[src/rtl/bcd_frame_builder_pkg.sv]
// bcd_frame_builder_pkg: shared constants, FSM states and display modes for the frame builder
package bcd_frame_builder_pkg;
  localparam int NUM_LEDS = 16;
  typedef enum logic [1:0] {IDLE, BUILD, COMMIT} state_t;
  typedef enum logic [1:0] {MODE_NORMAL, MODE_SET, MODE_RAINBOW} mode_t;
  localparam logic [23:0] WHITE_GRB = 24'hFFFFFF;
  localparam logic [23:0] RED_GRB   = 24'h00FF00;
  localparam logic [23:0] OFF_GRB   = 24'h000000;
endpackage

[src/rtl/bcd_frame_builder_colour_wheel.sv]
// colour_wheel: maps an 8-bit hue position to a {G,R,B} colour on a three-segment wheel
//   pos : hue position 0..255
//   grb : {G,R,B}, 8 bits per channel
module colour_wheel (
  input  logic [7:0]  pos,
  output logic [23:0] grb
);
  logic [7:0] seg, up, dn;
  always_comb begin
    seg = pos < 8'd85 ? pos : pos < 8'd170 ? pos - 8'd85 : pos - 8'd170;
    up  = seg * 8'd3;
    dn  = 8'd255 - up;
    grb = pos < 8'd85 ? {8'd0, dn, up} : pos < 8'd170 ? {up, 8'd0, dn} : {dn, up, 8'd0};
  end
endmodule

[src/rtl/bcd_frame_builder.sv]
// bcd_frame_builder: snapshots hh:mm BCD digits and builds a 4x4 snake-wired GRB frame for ws2812
//   CLK, reset (async, active-high)
//   frame_tick : one-cycle build request, dropped while busy
//   btn_fast   : time-set indicator, selects red-only rendering
//   dh1..dm0   : BCD hour/minute digits
//   packed_rgb_data : LED i at [24*i +: 24] as {G,R,B}, changes only on commit
//   frame_valid     : one-cycle pulse per committed frame
//   busy            : high while building or committing
//   BCD_FRAME_RAINBOW_EN : when defined, 00:00 and 12:00 render a rotating rainbow
module bcd_frame_builder
  import bcd_frame_builder_pkg::*;
#(
`ifdef BCD_FRAME_RAINBOW_EN
  parameter int WHEEL_STEP = 16,
`endif
  parameter int BRIGHT_SHIFT = 0
) (
  input  logic                    CLK,
  input  logic                    reset,
  input  logic                    frame_tick,
  input  logic                    btn_fast,
  input  logic [3:0]              dh1,
  input  logic [3:0]              dh0,
  input  logic [3:0]              dm1,
  input  logic [3:0]              dm0,
  output logic [24*NUM_LEDS-1:0]  packed_rgb_data,
  output logic                    frame_valid,
  output logic                    busy
);
  state_t state_q, state_d;
  mode_t mode_q, mode_d, mode_now;
  logic [3:0] idx_q, idx_d;
  logic [15:0] bits_q, bits_d, digit_bits;
  logic [24*NUM_LEDS-1:0] shadow_q, shadow_d, packed_q, packed_d;
  logic commit_q, commit_d, valid_q, valid_d;
  logic [23:0] colour, pixel;
`ifdef BCD_FRAME_RAINBOW_EN
  logic [7:0] wheel_pos_q, wheel_pos_d;
  logic [23:0] wheel_grb;
  colour_wheel u_wheel (.pos(wheel_pos_q + 8'(idx_q * WHEEL_STEP)), .grb(wheel_grb));
`endif
  always_comb begin
    // snake wiring: even rows run dh1->dm0, odd rows run dm0->dh1; row r shows digit bit r
    digit_bits = {dh1[3], dh0[3], dm1[3], dm0[3], dm0[2], dm1[2], dh0[2], dh1[2],
                  dh1[1], dh0[1], dm1[1], dm0[1], dm0[0], dm1[0], dh0[0], dh1[0]};
    mode_now = btn_fast ? MODE_SET : MODE_NORMAL;
`ifdef BCD_FRAME_RAINBOW_EN
    if (!btn_fast && ({dh1, dh0, dm1, dm0} == 16'h0000 || {dh1, dh0, dm1, dm0} == 16'h1200))
      mode_now = MODE_RAINBOW;
`endif
    colour =
`ifdef BCD_FRAME_RAINBOW_EN
      mode_q == MODE_RAINBOW ? wheel_grb :
`endif
      !bits_q[idx_q] ? OFF_GRB : mode_q == MODE_SET ? RED_GRB : WHITE_GRB;
    pixel = {colour[23:16] >> BRIGHT_SHIFT, colour[15:8] >> BRIGHT_SHIFT, colour[7:0] >> BRIGHT_SHIFT};
    state_d = state_q;
    mode_d = mode_q;
    idx_d = idx_q;
    bits_d = bits_q;
    shadow_d = shadow_q;
    commit_d = 1'b0;
`ifdef BCD_FRAME_RAINBOW_EN
    wheel_pos_d = wheel_pos_q;
`endif
    case (state_q)
      IDLE: if (frame_tick) begin
        state_d = BUILD;
        mode_d = mode_now;
        bits_d = digit_bits;
        idx_d = 4'd0;
      end
      BUILD: begin
        shadow_d[24*idx_q +: 24] = pixel;
        idx_d = idx_q + 4'd1;
        if (idx_q == 4'(NUM_LEDS - 1)) state_d = COMMIT;
      end
      COMMIT: begin
        commit_d = 1'b1;
        state_d = IDLE;
`ifdef BCD_FRAME_RAINBOW_EN
        wheel_pos_d = wheel_pos_q + 8'd1;
`endif
      end
      default: state_d = IDLE;
    endcase
    // the copy lands one edge after COMMIT; a new build writing shadow[0] on that edge is harmless
    packed_d = commit_q ? shadow_q : packed_q;
    valid_d = commit_q;
  end
  always_ff @(posedge CLK or posedge reset) begin
    if (reset) begin
      state_q <= IDLE;
      mode_q <= MODE_NORMAL;
      idx_q <= '0;
      bits_q <= '0;
      shadow_q <= '0;
      packed_q <= '0;
      commit_q <= 1'b0;
      valid_q <= 1'b0;
`ifdef BCD_FRAME_RAINBOW_EN
      wheel_pos_q <= '0;
`endif
    end else begin
      state_q <= state_d;
      mode_q <= mode_d;
      idx_q <= idx_d;
      bits_q <= bits_d;
      shadow_q <= shadow_d;
      packed_q <= packed_d;
      commit_q <= commit_d;
      valid_q <= valid_d;
`ifdef BCD_FRAME_RAINBOW_EN
      wheel_pos_q <= wheel_pos_d;
`endif
    end
  end
  assign packed_rgb_data = packed_q;
  assign frame_valid = valid_q;
  assign busy = state_q != IDLE;
endmodule
[config.mk]
export PLATFORM = sky130hd
export DESIGN_NAME = bcd_frame_builder
export DESIGN_NICKNAME = d
export VERILOG_FILES = /design/src/rtl/bcd_frame_builder_pkg.sv /design/src/rtl/bcd_frame_builder_colour_wheel.sv /design/src/rtl/bcd_frame_builder.sv
export SDC_FILE = /design/constraint.sdc
export NUM_CORES = 1
export LEC_CHECK = 0
export ABC_CLOCK_PERIOD_IN_PS = 3500
export CAP_MARGIN = 40
export CELL_PAD_IN_SITES_DETAIL_PLACEMENT = 0
export CELL_PAD_IN_SITES_GLOBAL_PLACEMENT = 2
export CORE_ASPECT_RATIO = 2
export CORE_MARGIN = 1
export CORE_UTILIZATION = 22
export CTS_CLUSTER_DIAMETER = 30
export DETAILED_ROUTE_END_ITERATION = 10
export PLACE_DENSITY_LB_ADDON = 0.15
export REMOVE_ABC_BUFFERS = 1
export SLEW_MARGIN = 0
export SYNTH_ARGS = -nofsm -noshare
export SYNTH_HDL_FRONTEND = slang
export SYNTH_SLANG_ARGS = --single-unit
[constraint.sdc]
create_clock -name CLK -period 3.5 [get_ports CLK]
set_input_delay 0.525 -clock CLK [delete_from_list [all_inputs] [get_ports CLK]]
set_output_delay 0.525 -clock CLK [all_outputs]
set_load 0.02 [all_outputs]
==> flow_summary_export.csv, run 1 <==
group,metric,value,unit
run_status,status,"completed",
grt,overflow,0,
clock_network,cts_buffers,17,
yosys,yosys-top-cells-area,"dfrtp_1 36%, buf_4 30%, mux2_2 13%, nand2_1 2.7%, mux2_1 1.9%",
clock_network,clockRootBuffer,"clkbuf_16",
timing,setup_viol,0,
routing,vias,5893,
clock_network,tritoncts,"built",
routing,drtPass1Iterations,4,
floorplanning,io_pins,406,
timing,worst_pin_slew,854,ps
timing,max-slew-margin-rel,0.431,
timing,final.period_utilization,0.959,
yosys,syn_area_per_cell,10.1,um^2
power,swShare,0.454,
setup_path,crit_required,3800,ps
clock_network,h-tree-depth,4,
setup_path,cp_cell_sequence,"ha_1 > and3b_2 > or4_4 > and2_4 > nor2_2 > ha_4 > nand2_1 > nand4b_1 > o31a_4 > nor4_4 > buf_4 > o21ai_1 > mux2_1",
power,ir_drop,546,uV
yosys,yosysTopAreaCellShare,0.357,
setup_path,start_kind,"flip-flop",
floorplanning,die-height,280,um
grt,grt_pass1_vias,5597,
worst_hold_path,hold_class,"flip-flop to flip-flop",
routing,drt_iter0_drc,166,
flow_run,maxCapViolations,0,
power,p_per_area,932,nW/um^2
floorplanning,die_x,141,um
floorplanning,start_util,0.223,
power,p_sw,4930,uW
grt,grt_pass1_wl,36.7,mm
power,clkPwrFrac,0.168,
setup_path,slowest_stage,"or4_4",
yosys,synth_largest_area_cell,"dfrtp_1",
power,intPower,5920,uW
placed_design,port_buffers,405,
setup_path,crit_arrival,3660,ps
setup_path,path_class,"flip-flop to flip-flop",
routing,viasPerCell,4.10,
routing,postRouteAntennaNets,0,
setup_path,crit_fanout,5,
placed_design,hpwl,20.4,mm
timing,fmax,298,MHz
power,pwr-share-comb,0.640,
floorplanning,rows,101,
yosys,ys_ff_latch,121,
clock_network,cts_buffer_depth,2,
routing,wl_per_cell,17.5,um
power,p_seq_frac,0.191,
yosys,syn_area,8470,um^2
yosys,yosys.cell_types.count,60,
yosys,synth_cells,837,
finish,diodes,0,
clock_network,ctsHoldBuffers,0,
clock_network,insertion_delay,420,ps
finish,area_growth,37.4,%
setup_path,slowest_delay,490,ps
floorplanning,core-area,37900,um^2
yosys,synth_ff_type,"dfrtp_1",
placed_design,place.gp.congestion,0.790,
setup_path,r2r_cells,13,
grt,antenna_found_initial,0,
setup_path,cp-end-kind,"flip-flop",
timing,layout_setup_ws,144,ps
finish,layout_common_cells,"405 x clkdlybuf4s50_1, 119 x dfrtp_1, 96 x mux2_2",
finish,nNetsFinal,994,
grt,grt_max_degree,53,
timing,min_period,3360,ps
grt,track_usage,0.127,
finish,fin_util,0.307,
finish,instances_no_fill,1439,
clock_network,cts.sinks,121,
yosys,ys.warnings.count,0,
yosys,synthArstFlopShare,1.00,
yosys,synth-edff-count,0,
worst_hold_path,hold_depth,1,
routing,drc,0,
placed_design,dp.cells,1408,
routing,wl,25.1,mm
finish,layout-drive-gt1-share,0.230,
yosys,yosysSeqAreaShare,0.357,
floorplanning,die_area,39400,um^2
timing,fin_skew,10.9,ps
timing,hold_viol,0,
finish,final_common_cell,"clkdlybuf4s50_1",
power,finalPower,10800,uW
power,p_leak,0.00479,uW
timing,slew_violations,0,
clock_network,clk_pin_slew,60,ps
placed_design,place_worst_setup_slack,-94.0,ps
repair_timing:
item | 4_1_cts | 5_1_grt
pin swaps | 0 | 6
hold endpoints to repair | 0 | 0
endpoints found under the setup margin | 1 | 18
buffers inserted | 0 | 2
resized for setup | 1 | 9
routing by layer:
metal  global-route usage  wire [um]  vias to the layer above
met5                    0          0                        -
met4               0.0577        723                        0
met3               0.0198        806                       38
met2                0.264      15200                      226
met1                0.117       8370                     2892
li1                     -          -                     2737
critical path: cells and delay by family, from the launching register on:
kind / cells / cell delay [ps]
and+or+nand+nor: 7 / 1580
adders and majority gates: 2 / 470
DFF: 1 / 440
muxes: 1 / 320
AOI/OAI and AO/OA: 2 / 260
buffers and inverters: 1 / 160
metrics by stage:
| step | instance area [um^2] | setup TNS (ps) | hold WS [ps] |
|---|---|---|---|
| after floorplan | 5830 | -29410 | 431 |
| after global placement | 11000 | -66.4 | 465 |
| after detailed placement | 11000 | -94.0 | 459 |
| after CTS | 11600 | 0 | 470 |
| after global routing | 11600 | -11.6 | 500 |
| final | 11600 | 0 | 463 |
cells by family (layout without fill, tap and decap cells):
kind of cell,after synthesis,in the layout,synth area share
DFF,121,121,0.357
buffers and inverters,372,511,0.315
and+or+nand+nor,153,153,0.0908
muxes,117,117,0.160
adders and majority gates,8,8,0.0118
xor gates and xnor gates,13,13,0.0159
AOI/OAI and AO/OA,53,53,0.0486
area by class of cell:
class,instances,area [um^2]
fillers,3918,26300
repair buffers,474,4580
flip-flops and latches,121,3030
multi-input cells,344,2820
well taps,463,579
clock buffers,17,425
clock inverters,12,176
inverters,8,32.5
power by group through the flow:
stage	Sequential, uW	Clock (uW)	Combinational [uW]
6_report	2070	1830	6950
5_1_grt	2140	1940	7470
4_1_cts	2100	1900	6960
3_5_place_dp	2120	0	6920
3_3_place_gp	2110	0	6990
2_1_floorplan	2480	0	3160
registers in the layout (all words and copies together) (netlist names):
name             flops
packed_rgb_data     48
shadow_q            48
bits_q              16
idx_q                4
state_q              2
commit_q             1
frame_valid          1
mode_q               1
worst paths after layout:
path	slack, ps	from	to
min	460	state_q[0]$_DFFE_PP0P_	commit_q$_DFF_PP0_
min reg2reg	460	state_q[0]$_DFFE_PP0P_	commit_q$_DFF_PP0_
min in group asynchronous	570	reset	packed_rgb_data[175]$_DFFE_PP0P_
max	140	idx_q[2]$_DFFE_PP0P_	shadow_q[279]$_DFFE_PP0P_
max in group asynchronous	2200	reset	shadow_q[15]$_DFFE_PP0P_
max reg2reg	140	idx_q[2]$_DFFE_PP0P_	shadow_q[279]$_DFFE_PP0P_
synth_stat cells (all sizes together), types with 2 or more instances:
master	n
or2	2
a32o	2
o21ai	8
inv	8
ha	8
xor2	2
buf	347
o311ai	2
a21oi	10
a211oi	3
xnor2	10
o31ai	8
nor4	4
and3	3
nor2	25
nor2b	4
nand2b	4
or4	2
nand3	19
nand4	6
and2	3
clkbuf	17
mux2	110
nand2	61
dfrtp	121
or3	5
nor3	11
a21o	5
o22ai	3
mux2i	3
mux4	4
No activity file was read; power rests on OpenSTA's default activity.
==> run 2: changes to the inputs <==
--- a/config.mk
+++ b/config.mk
@@ -16,6 +16,7 @@
 export DETAILED_ROUTE_END_ITERATION = 10
 export PLACE_DENSITY_LB_ADDON = 0.15
 export REMOVE_ABC_BUFFERS = 1
+export SETUP_SLACK_MARGIN = 0.1
 export SLEW_MARGIN = 0
 export SYNTH_ARGS = -nofsm -noshare
 export SYNTH_HDL_FRONTEND = slang
==> flow_summary_export.csv, run 2 (same netlist as run 1, synthesis figures left out) <==
group,metric,value,unit
run_status,status,"completed",
timing,fin_tns_setup,0,ps
floorplanning,die-height,280,um
clock_network,ctsHoldBuffers,0,
clock_network,h-tree-depth,4,
routing,drc,0,
floorplanning,io_pins,406,
timing,fmax,306,MHz
setup_path,cp-end-kind,"flip-flop",
timing,rsz0062_at_grt,"no",
grt,overflow,0,
power,finalPower,10900,uW
placed_design,placed_area,11000,um^2
routing,drt_iter0_drc,191,
routing,wl,25.2,mm
finish,area_growth,37.8,%
setup_path,r2r_cells,13,
finish,final_common_cell,"clkdlybuf4s50_1",
worst_hold_path,hold_class,"flip-flop to flip-flop",
power,p_sw,4960,uW
grt,grt_pass1_wl,36.7,mm
setup_path,start_kind,"flip-flop",
timing,worst_pin_slew,854,ps
finish,instances_no_fill,1441,
setup_path,cp-startpoint,"idx_q[1]$_DFFE_PP0P_",
floorplanning,die_x,141,um
power,clkPwrFrac,0.167,
finish,nNetsFinal,996,
power,ir_drop,552,uV
flow_run,maxCapViolations,0,
timing,final.period_utilization,0.934,
setup_path,crit_required,3800,ps
timing,min_period,3270,ps
finish,layout_common_cells,"405 x clkdlybuf4s50_1, 120 x dfrtp_1, 96 x mux2_2",
power,p_seq_frac,0.190,
routing,vias,5939,
setup_path,regToRegSetupSlack,230,ps
routing,drtPass1Iterations,4,
clock_network,cts_buffer_depth,2,
setup_path,crit_fanout,5,
setup_path,crit_arrival,3570,ps
placed_design,dp.cells,1408,
power,pwr-share-comb,0.642,
timing,fin_skew,10.9,ps
power,swShare,0.454,
finish,nFillCells,3916,
routing,postRouteAntennaNets,0,
timing,slew_violations,0,
setup_path,rr_startpoint,"idx_q[1]$_DFFE_PP0P_",
setup_path,r2r_end,"shadow_q[279]$_DFFE_PP0P_",
grt,antenna_found_initial,0,
routing,viasPerCell,4.12,
setup_path,path_class,"flip-flop to flip-flop",
placed_design,place.gp.congestion,0.790,
clock_network,tritoncts,"built",
floorplanning,start_util,0.223,
setup_path,crit_path_end,"shadow_q[279]$_DFFE_PP0P_",
timing,setup_viol,0,
clock_network,cts.sinks,121,
power,p_per_area,935,nW/um^2
power,intPower,5960,uW
clock_network,clockRootBuffer,"clkbuf_16",
timing,max-slew-margin-rel,0.430,
floorplanning,rows,101,
floorplanning,core-area,37900,um^2
finish,fin_area,11700,um^2
grt,track_usage,0.127,
timing,layout_setup_ws,232,ps
placed_design,place_worst_setup_slack,-94.0,ps
clock_network,insertion_delay,420,ps
placed_design,port_buffers,405,
finish,diodes,0,
timing,hold_viol,0,
grt,grt_pass1_vias,5614,
finish,layout-drive-gt1-share,0.231,
power,p_leak,0.00481,uW
routing,wl_per_cell,17.5,um
placed_design,hpwl,20.4,mm
floorplanning,die_area,39400,um^2
clock_network,clk_pin_slew,60,ps
clock_network,cts_buffers,17,
grt,grt_max_degree,53,
[run 2: repair_timing]
action / 4_1_cts / 5_1_grt
setup endpoints to repair: 11 / 24
gates resized for setup: 2 / 9
pin swaps: 3 / 4
setup buffers: 2 / 2
[run 2: routing by layer]
metal	GRT usage	wire length [um]	vias up
met4	0.0577	736	0
met1	0.117	8400	2924
li1	-	-	2744
met5	0	0	-
met3	0.0195	760	39
met2	0.264	15300	232
[run 2: how the worst min path moves through the flow]
stage	start	endpoint	slack (ps)	depth (start not counted)
after floorplan	state_q[0]$_DFFE_PP0P_	commit_q$_DFF_PP0_	430	1
after global placement	state_q[0]$_DFFE_PP0P_	commit_q$_DFF_PP0_	470	1
after detailed placement	state_q[0]$_DFFE_PP0P_	commit_q$_DFF_PP0_	460	1
after CTS	state_q[0]$_DFFE_PP0P_	commit_q$_DFF_PP0_	470	1
after global routing	state_q[0]$_DFFE_PP0P_	commit_q$_DFF_PP0_	500	1
final	state_q[0]$_DFFE_PP0P_	commit_q$_DFF_PP0_	460	1
[run 2: cell type report]
type                            instances  area [um^2]  share of cell area
Clock inverter                         12          176              0.0151
Clock buffer                           17          425              0.0364
Inverter                                8         32.5             0.00279
Sequential cell                       121         3030               0.259
Timing Repair Buffer                  476         4600               0.394
Tap cell                              463          579              0.0496
Multi-Input combinational cell        344         2830               0.242
[run 2: power by group through the flow]
stage / Sequential [uW] / Clock (uW) / Combinational, uW
after floorplan: 2480 / 0 / 3160
after global placement: 2110 / 0 / 6990
after detailed placement: 2120 / 0 / 6920
after CTS: 2100 / 1900 / 7000
after global routing: 2140 / 1940 / 7510
final: 2080 / 1830 / 7010
[run 2: critical path, stage by stage (launching register included)]
cell and delay (ps):
dfrtp_1 400, ha_1 310, and3b_2 230, or4_4 480
and2_4 180, nor2_4 110, ha_4 160, nand2_1 70
nand4b_1 190, o31a_4 170, nor4_4 270, buf_4 160
o21ai_1 100, mux2_1 320
[run 2: stage by stage]
step / hold WS (ps) / util
floorplan: 431 / -
global route: 500 / 0.308
finish: 463 / 0.308
global placement: 465 / 0.290
CTS: 470 / 0.306
detailed placement: 459 / 0.290
